## src/rtl/load_store_unit.sv

```systemverilog
// -----------------------------------------------------------------------------
// load_store_unit
//
// Bridges the core's memory-stage request to a word-addressed data memory that
// has a combinational 32-bit read, a synchronous write and no byte enables.
// Loads do lane extraction with sign/zero extension. SW is a single write.
// SB/SH are done as a read-modify-write: the word is read, the target lane is
// replaced, then the merged word is written back. Misaligned accesses and
// illegal funct3 codes are answered with an error response in the same edge
// that accepts the request, and no memory write is issued for them.
//
// Ports:
//   clk         clock, all state updates on posedge
//   rst         asynchronous active-low reset
//   req_valid   core presents a request
//   req_ready   unit is idle and accepts a request this cycle
//   req_we      1 = store, 0 = load
//   req_funct3  RISC-V funct3 (000 B, 001 H, 010 W, 100 BU, 101 HU)
//   req_addr    byte address
//   req_wdata   store data (low bits used for B/H)
//   rsp_valid   one-cycle response pulse
//   rsp_rdata   extended load data, 0 for stores and errors
//   rsp_err     misaligned or illegal access, valid with rsp_valid
//   mem_we      data memory write enable
//   mem_addr    word-aligned memory address
//   mem_wd      data memory write data
//   mem_rd      data memory combinational read data
// -----------------------------------------------------------------------------
module load_store_unit #(
    parameter int ADDR_W = 32,
    parameter int DATA_W = 32   // only 32 is supported
) (
    input  logic              clk,
    input  logic              rst,
    input  logic              req_valid,
    output logic              req_ready,
    input  logic              req_we,
    input  logic [2:0]        req_funct3,
    input  logic [ADDR_W-1:0] req_addr,
    input  logic [DATA_W-1:0] req_wdata,
    output logic              rsp_valid,
    output logic [DATA_W-1:0] rsp_rdata,
    output logic              rsp_err,
    output logic              mem_we,
    output logic [ADDR_W-1:0] mem_addr,
    output logic [DATA_W-1:0] mem_wd,
    input  logic [DATA_W-1:0] mem_rd
);

    localparam logic [2:0] F3_B  = 3'b000;
    localparam logic [2:0] F3_H  = 3'b001;
    localparam logic [2:0] F3_W  = 3'b010;
    localparam logic [2:0] F3_BU = 3'b100;
    localparam logic [2:0] F3_HU = 3'b101;

    typedef enum logic [1:0] {
        IDLE  = 2'd0,
        LOAD  = 2'd1,
        READ  = 2'd2,
        WRITE = 2'd3
    } state_t;

    state_t      state;
    logic [2:0]  lat_funct3;
    logic [1:0]  lat_off;
    logic [15:0] lat_wdata;   // only the B/H lanes are needed for the merge

    // Misaligned or illegal request, decided from the raw request fields.
    function automatic logic req_error(input logic       we,
                                       input logic [2:0] f3,
                                       input logic [1:0] off);
        logic bad;
        // NOTE: every path of a combinational function/block assigns a
        // default first, so no latch-like "hold" behaviour is implied.
        bad = 1'b0;
        case (f3)
            F3_B:    bad = 1'b0;
            F3_H:    bad = off[0];
            F3_W:    bad = (off != 2'b00);
            F3_BU:   bad = we;
            F3_HU:   bad = we | off[0];
            default: bad = 1'b1;   // 011, 110, 111
        endcase
        return bad;
    endfunction

    // Pick the addressed lane out of a memory word and extend it.
    function automatic logic [31:0] load_extract(input logic [31:0] word,
                                                 input logic [2:0]  f3,
                                                 input logic [1:0]  off);
        logic [7:0]  b;
        logic [15:0] h;
        logic [31:0] r;
        b = 8'h00;
        h = 16'h0000;
        r = 32'h0;
        case (off)
            2'd0:    b = word[7:0];
            2'd1:    b = word[15:8];
            2'd2:    b = word[23:16];
            default: b = word[31:24];
        endcase
        h = off[1] ? word[31:16] : word[15:0];
        case (f3)
            F3_B:    r = {{24{b[7]}}, b};
            F3_H:    r = {{16{h[15]}}, h};
            F3_BU:   r = {24'h0, b};
            F3_HU:   r = {16'h0, h};
            default: r = word;   // W; errors never reach LOAD
        endcase
        return r;
    endfunction

    // Replace the target lane of the old word with the store data.
    function automatic logic [31:0] store_merge(input logic [31:0] word,
                                                input logic [15:0] wd,
                                                input logic [2:0]  f3,
                                                input logic [1:0]  off);
        logic [31:0] r;
        r = word;
        if (f3 == F3_H) begin
            if (off[1]) r[31:16] = wd;
            else        r[15:0]  = wd;
        end else begin
            case (off)
                2'd0:    r[7:0]   = wd[7:0];
                2'd1:    r[15:8]  = wd[7:0];
                2'd2:    r[23:16] = wd[7:0];
                default: r[31:24] = wd[7:0];
            endcase
        end
        return r;
    endfunction

    assign req_ready = (state == IDLE);

    // NOTE: sequential state uses non-blocking assignments only, so every
    // register samples the pre-edge values regardless of statement order.
    always_ff @(posedge clk or negedge rst) begin
        if (!rst) begin
            state      <= IDLE;
            lat_funct3 <= 3'b000;
            lat_off    <= 2'b00;
            lat_wdata  <= 16'h0;
            rsp_valid  <= 1'b0;
            rsp_err    <= 1'b0;
            rsp_rdata  <= '0;
            mem_we     <= 1'b0;
            mem_addr   <= '0;
            mem_wd     <= '0;
        end else begin
            // Response outputs are single-cycle pulses unless set below.
            rsp_valid <= 1'b0;
            rsp_err   <= 1'b0;
            rsp_rdata <= '0;
            case (state)
                IDLE: begin
                    if (req_valid) begin
                        if (req_error(req_we, req_funct3, req_addr[1:0])) begin
                            // Answered immediately; the unit stays idle.
                            rsp_valid <= 1'b1;
                            rsp_err   <= 1'b1;
                        end else begin
                            lat_funct3 <= req_funct3;
                            lat_off    <= req_addr[1:0];
                            lat_wdata  <= req_wdata[15:0];
                            mem_addr   <= {req_addr[ADDR_W-1:2], 2'b00};
                            if (!req_we) begin
                                state <= LOAD;
                            end else if (req_funct3 == F3_W) begin
                                // Full word: no need to read the old contents.
                                mem_wd <= req_wdata;
                                mem_we <= 1'b1;
                                state  <= WRITE;
                            end else begin
                                state <= READ;
                            end
                        end
                    end
                end
                LOAD: begin
                    rsp_rdata <= load_extract(mem_rd, lat_funct3, lat_off);
                    rsp_valid <= 1'b1;
                    mem_addr  <= '0;
                    state     <= IDLE;
                end
                READ: begin
                    // mem_wd doubles as the merge register for sub-word stores.
                    mem_wd <= store_merge(mem_rd, lat_wdata, lat_funct3, lat_off);
                    mem_we <= 1'b1;
                    state  <= WRITE;
                end
                default: begin   // WRITE: memory commits on this edge
                    mem_we    <= 1'b0;
                    mem_wd    <= '0;
                    mem_addr  <= '0;
                    rsp_valid <= 1'b1;
                    state     <= IDLE;
                end
            endcase
        end
    end

endmodule

```

## config.mk

```make
export PLATFORM = sky130hd
export DESIGN_NAME = load_store_unit
export DESIGN_NICKNAME = d
export VERILOG_FILES = /design/src/rtl/load_store_unit.sv
export SDC_FILE = /design/constraint.sdc
export NUM_CORES = 1
export LEC_CHECK = 0
export CORE_MARGIN = 5
export CORE_UTILIZATION = 42
export DETAILED_ROUTE_END_ITERATION = 12
export GPL_ROUTABILITY_DRIVEN = 1
export GPL_TIMING_DRIVEN = 0
export PLACE_DENSITY = 0.74
export SYNTH_ARGS = -nofsm -noshare
export SYNTH_HDL_FRONTEND = slang
export SYNTH_SLANG_ARGS = --single-unit
```

## constraint.sdc

```tcl
create_clock -name clk -period 1.9 [get_ports clk]
set_input_delay 0.285 -clock clk [delete_from_list [all_inputs] [get_ports clk]]
set_output_delay 0.285 -clock clk [all_outputs]
set_load 0.005 [all_outputs]
```

**Word level (Yosys, flattened, before mapping)**

Cells that the tools add are included.

- Multiply operators: 0
- Divide/modulo/power cells: 0
- Reduce and logical (&&, ||, !) cells: 10
- Shift-type cells: 0
- Eq/ne operators: 15
- $add $sub $neg: 0
- Bitwise operators: 4
- Order comparisons: 0
- Mux-type cells: 36

Operator list:

| cell | count |
|---|---|
| 2-to-1 mux 32 bit | 8 |
| case mux 32 bit (4 select lines) | 1 |
| case mux 32 bit (3 select lines) | 1 |
| case mux 32 bit (2 select lines) | 1 |
| 2-to-1 mux 16 bit | 3 |
| 2-to-1 mux 8 bit | 4 |
| case mux 8 bit (3 select lines) | 1 |
| == test 3 bit (second input constant) | 4 |
| 2-to-1 mux 1 bit | 10 |
| == test 3 x 1 -> 1 bit (second input constant) | 2 |
| zero test 3 bit | 2 |
| 2-to-1 mux 2 bit | 3 |
| AND reduction 3 bit | 2 |
| case mux 1 bit (5 select lines) | 1 |
| AND reduction 5 bit | 1 |
| == test 2 x 1 -> 1 bit (second input constant) | 2 |
| == test 2 bit (second input constant) | 2 |
| zero test 2 bit | 2 |
| != test 2 x 1 -> 1 bit (second input constant) | 2 |
| != test 2 bit (second input constant) | 2 |
| case mux 2 bit (2 select lines) | 1 |
| == test 3 x 2 -> 1 bit (second input constant) | 1 |
| inverter 1 bit | 3 |
| case mux 1 bit (3 select lines) | 1 |
| 5 further kinds | 5 |

- Latch bits: 0
- Word-level logic and storage cells: 75
- Bits in read-only memories: 0
- Register bits after elaboration: 122
- Bits in writable memories: 0
- Output and inout port bits: 100
- Memories kept: 0

**Depth between registers and ports, before layout**

- Word-level depth: 7
- Mapped depth: 7
- Gate-level depth less buffers: 4

**Worst setup path after synthesis**

OpenSTA, ideal clock, no wires.

- Path type: flip-flop to flip-flop
- From: register lat_funct3[1]
- To: register mem_wd[0]
- Period minus slack after synthesis: 1798 ps
- Cell stages (with the launch flop): 7
- Arrival: 1694 ps
- Setup slack: 102 ps
- Cell sequence: dfrtp_1 buf_6 or3b_1 buf_6 a21oi_4 mux2i_1 o41ai_2

- Cells in the longest elaborated chain, start to end: 3

Ends and longest elaborated chain:

| item | RTL line | source |
|---|---|---|
| start, declared | 64 | `logic [2:0] lat_funct3;` |
| start signal, assigned | 164 | `lat_funct3 <= req_funct3;` |
| == test 3 x 1 -> 1 bit | 121 | `if (f3 == F3_H) begin` |
| 2-to-1 mux 32 bit | 121 |  |
| case mux 32 bit (3 select lines) | 156 | `case (state)` |
| end signal, assigned | 172 | `mem_wd <= req_wdata;` |
| end signal, assigned | 189 | `mem_wd <= store_merge(mem_rd, lat_wdata, lat_funct3, lat_off);` |
| end, declared | 46 | `output logic [DATA_W-1:0] mem_wd,` |

No other way between the ends.
A chain may end at the register's enable or synchronous reset.

**Final worst setup path**

- From: register lat_funct3[2]
- To: register mem_wd[2]

The elaborated chain is that of the path after synthesis.

==> flow_summary.json <==
{
  "cp.buffers_inverters": 2,
  "p_sw_mw": 5.30,
  "peakVddDrop_mv": 0.805,
  "grt_antenna_before_repair": 2,
  "clock_latency_ns": 0.43,
  "ios": 203,
  "pwr-share-comb_pct": 48.7,
  "r2r_slack_ns": -0.01,
  "path_max_fanout": 10,
  "drive_gt1_share_pct": 17.8,
  "synthToLayoutAreaGrowth_pct": 53.8,
  "nets": 881,
  "setup_viol": 2,
  "min_period_over_period_pct": 101,
  "fill_cells": 1081,
  "synth_area_um2": 5960,
  "grt_overflow": 0,
  "hold_class": "in2reg",
  "dieArea_um2": 16700,
  "grt_pass1_vias": 5665,
  "p_total_mw": 14.3,
  "yosysSeqAreaShare_pct": 50.4,
  "floorplan.initialDensity_pct": 42.9,
  "drt_pass1_iterations": 6,
  "die_h_um": 129,
  "synth_top_family_by_area": "compound AO/OA/AOI/OAI gates",
  "max_stage_delay_ns": 0.46,
  "final_common_cell": "clkdlybuf4s50_1",
  "swShare_pct": 36.9,
  "synthAdderAreaFrac_pct": 0,
  "postRouteAntennaNets": 0,
  "cp.arrival_ns": 2.21,
  "synth-edff-count": 0,
  "clkSinkCount": 120,
  "synth.avg_cell_area_um2": 11.0,
  "place.port_buffers": 200,
  "first_iter_violations": 644,
  "hp-start": "req_we",
  "r2r-end": "mem_wd[2]$_DFFE_PN0P_",
  "fmax_mhz": 522,
  "hpwlAfterDp_mm": 15.5,
  "p_int_mw": 9.05,
  "cap_viol_max_count": 0,
  "r2r_start": "lat_funct3[2]$_DFFE_PN0P_",
  "synthCells": 543,
  "cp_slowest_cell": "dfrtp_1",
  "die_w_um": 129,
  "ys_ff_latch": 120,
  "hold_end": "state[0]$_DFFE_PN0P_",
  "powerDensity_nw_per_um2": 1560,
  "hold_violations": 0,
  "synth_mux_area_share_pct": 7.60,
  "fin_util_pct": 66.0,
  "synth_xor_xnor_area_share_pct": 0,
  "yosysTopAreaCell": "dfrtp_1",
  "min_period_ns": 1.91,
  "cts_tree": "built",
  "ys_async_sr_fraction_pct": 100,
  "violations": "setup timing",
  "num_vias": 5616,
  "grt_max_degree": 77,
  "criticalPathCategory": "reg2reg",
  "holdPathStages": 4,
  "synth-simple-area-share_pct": 11.7,
  "reg2reg_depth": 6,
  "coreArea_um2": 13900,
  "synth_compound_area_share_pct": 25.4,
  "synth_cell_type_count": 52,
  "cts_buffer_depth": 2,
  "gp_congestion": 0.917,
  "clockRootBuffer": "clkbuf_16",
  "drt-total-wl_mm": 20.7,
  "cpLargestDelayFamily": "flip-flops",
  "drc": 0,
  "fin_skew_ns": 0.00921,
  "leakagePower_nw": 3.99,
  "required_ns": 2.19,
  "status": "finished, violations left",
  "dp.cells": 925,
  "end_kind": "register",
  "instances_no_fill": 972,
  "grt_pass1_wl_mm": 31.1,
  "numCtsBuffers": 17,
  "pwr-share-clk_pct": 21.9,
  "dp_slack_ns": -0.685,
  "wl_per_cell_um": 21.3,
  "p_seq_share_pct": 29.4,
  "synthTopCellsByArea": "dfrtp_1, mux2_1, a22o_1",
  "cts_max_level": 4,
  "path_cells": "or3b_1 -> buf_6 -> a21oi_4 -> buf_12 -> mux2i_1 -> o41ai_2",
  "slew_violations": 0,
  "worst_slack_ns": -0.0146,
  "dominantRegCellSynth": "dfrtp_1",
  "rsz0062_at_grt": "yes",
  "grtUsageTotal_pct": 24.4,
  "viasPerCell": 5.78,
  "rows": 43,
  "clk_pin_slew_ns": 0.06,
  "start_kind": "register",
  "yosys_warnings": 0,
  "final_cell_mix": "clkdlybuf4s50_1, dfrtp_1, nand2_1, nand2b_1, a22o_1",
  "synth_top_area_share_pct": 50.4
}
-- metrics by stage --
| step | instance area (um2) | TNS, ns | hold slack (ns) |
|---|---|---|---|
| after floorplan | 5960 | 0 | -0.0106 |
| after global placement | 8190 | -509.56 | 0.464 |
| after detailed placement | 8220 | -51.98 | 0.224 |
| after CTS | 9040 | 0 | 0.347 |
| after global routing | 9170 | -0.256 | 0.355 |
| final | 9170 | -0.0188 | 0.316 |
-- timing repair --
| item | 4_1_cts | 5_1_grt |
|---|---|---|
| buffers inserted | 10 | 5 |
| hold buffers | 1 | 0 |
| pin swaps | 10 | 10 |
| hold endpoints to repair | 44 | 0 |
| setup endpoints to repair | 74 | 84 |
| resized for setup | 50 | 35 |
-- worst max path at each step --
stage / start / to / slack (ns) / cells past startpoint
2_1_floorplan: lat_funct3[1]$_DFFE_PN0P_ / mem_wd[0]$_DFFE_PN0P_ / 0.10 / 6
3_3_place_gp: rst / rsp_rdata[27]$_DFF_PN0_ / -3.83 / 1
3_5_place_dp: req_funct3[2] / lat_wdata[14]$_DFFE_PN0P_ / -0.68 / 7
4_1_cts: req_addr[1] / lat_wdata[13]$_DFFE_PN0P_ / 0.005 / 7
5_1_grt: lat_funct3[1]$_DFFE_PN0P_ / mem_wd[0]$_DFFE_PN0P_ / -0.05 / 7
6_report: lat_funct3[2]$_DFFE_PN0P_ / mem_wd[2]$_DFFE_PN0P_ / -0.01 / 6
-- area by class of cell --
cell class	instances	area (um2)	area share [%]
sequential	120	3000	32.8
multi-input combinational	360	2870	31.3
timing repair buffer	217	2160	23.6
clock buffer	17	425	4.64
buffer	50	284	3.10
tap	180	225	2.46
clock inverter	15	154	1.68
inverter	12	45.0	0.491
antenna	1	2.50	0.0273
-- flip-flops by register name, summed over array words and instances, names as in the netlist, 2 cells and up --
signal      count
state           2
mem_wd         32
lat_wdata      16
lat_off         2
rsp_rdata      32
mem_addr       30
lat_funct3      3
-- power by group through the flow --
| stage | sequential [mW] | clock, mW | combinational, mW |
|---|---|---|---|
| final | 4.22 | 3.14 | 6.99 |
| after global routing | 4.33 | 3.27 | 7.45 |
| after CTS | 4.18 | 3.16 | 6.71 |
| after detailed placement | 4.20 | 0 | 6.32 |
| after global placement | 4.18 | 0 | 6.21 |
| after floorplan | 4.15 | 0 | 3.32 |
-- cells in the mapped netlist (9+ instances only) --
cell / instances
inv_1: 11
mux2_1: 30
a21o_1: 16
nor2_1: 29
o41ai_1: 10
clkbuf_1: 30
dfrtp_1: 120
a21oi_1: 27
nand2b_1: 31
o21ai_0: 13
o41ai_2: 12
a221oi_1: 9
a31oi_1: 10
o211ai_1: 18
a22o_1: 30
nand2_1: 32
buf_2: 13
-- worst register-to-register path, stage by stage, from the launching register on --
cell and delay, ns:
dfrtp_1 0.46, or3b_1 0.42, buf_6 0.17, a21oi_4 0.19
buf_12 0.17, mux2i_1 0.28, o41ai_2 0.09
-- routing by layer --
| layer | global-route usage [%] | vias to the layer above | wire [um] |
|---|---|---|---|
| met3 | 6.14 | 31 | 1770 |
| met4 | 7.97 | 2 | 407 |
| met5 | 0 | - | 13 |
| li1 | - | 2510 | - |
| met2 | 38.6 | 305 | 9970 |
| met1 | 33.1 | 2768 | 8520 |
-- kinds of logic (layout without fill, tap and decap cells) --
group,count (synthesis),in the layout
compound gates,188,188
flops,120,120
other cells,1,3
simple gates,130,130
mux,40,40
buf+inv,64,311
Power figures use the tool's default switching activity.
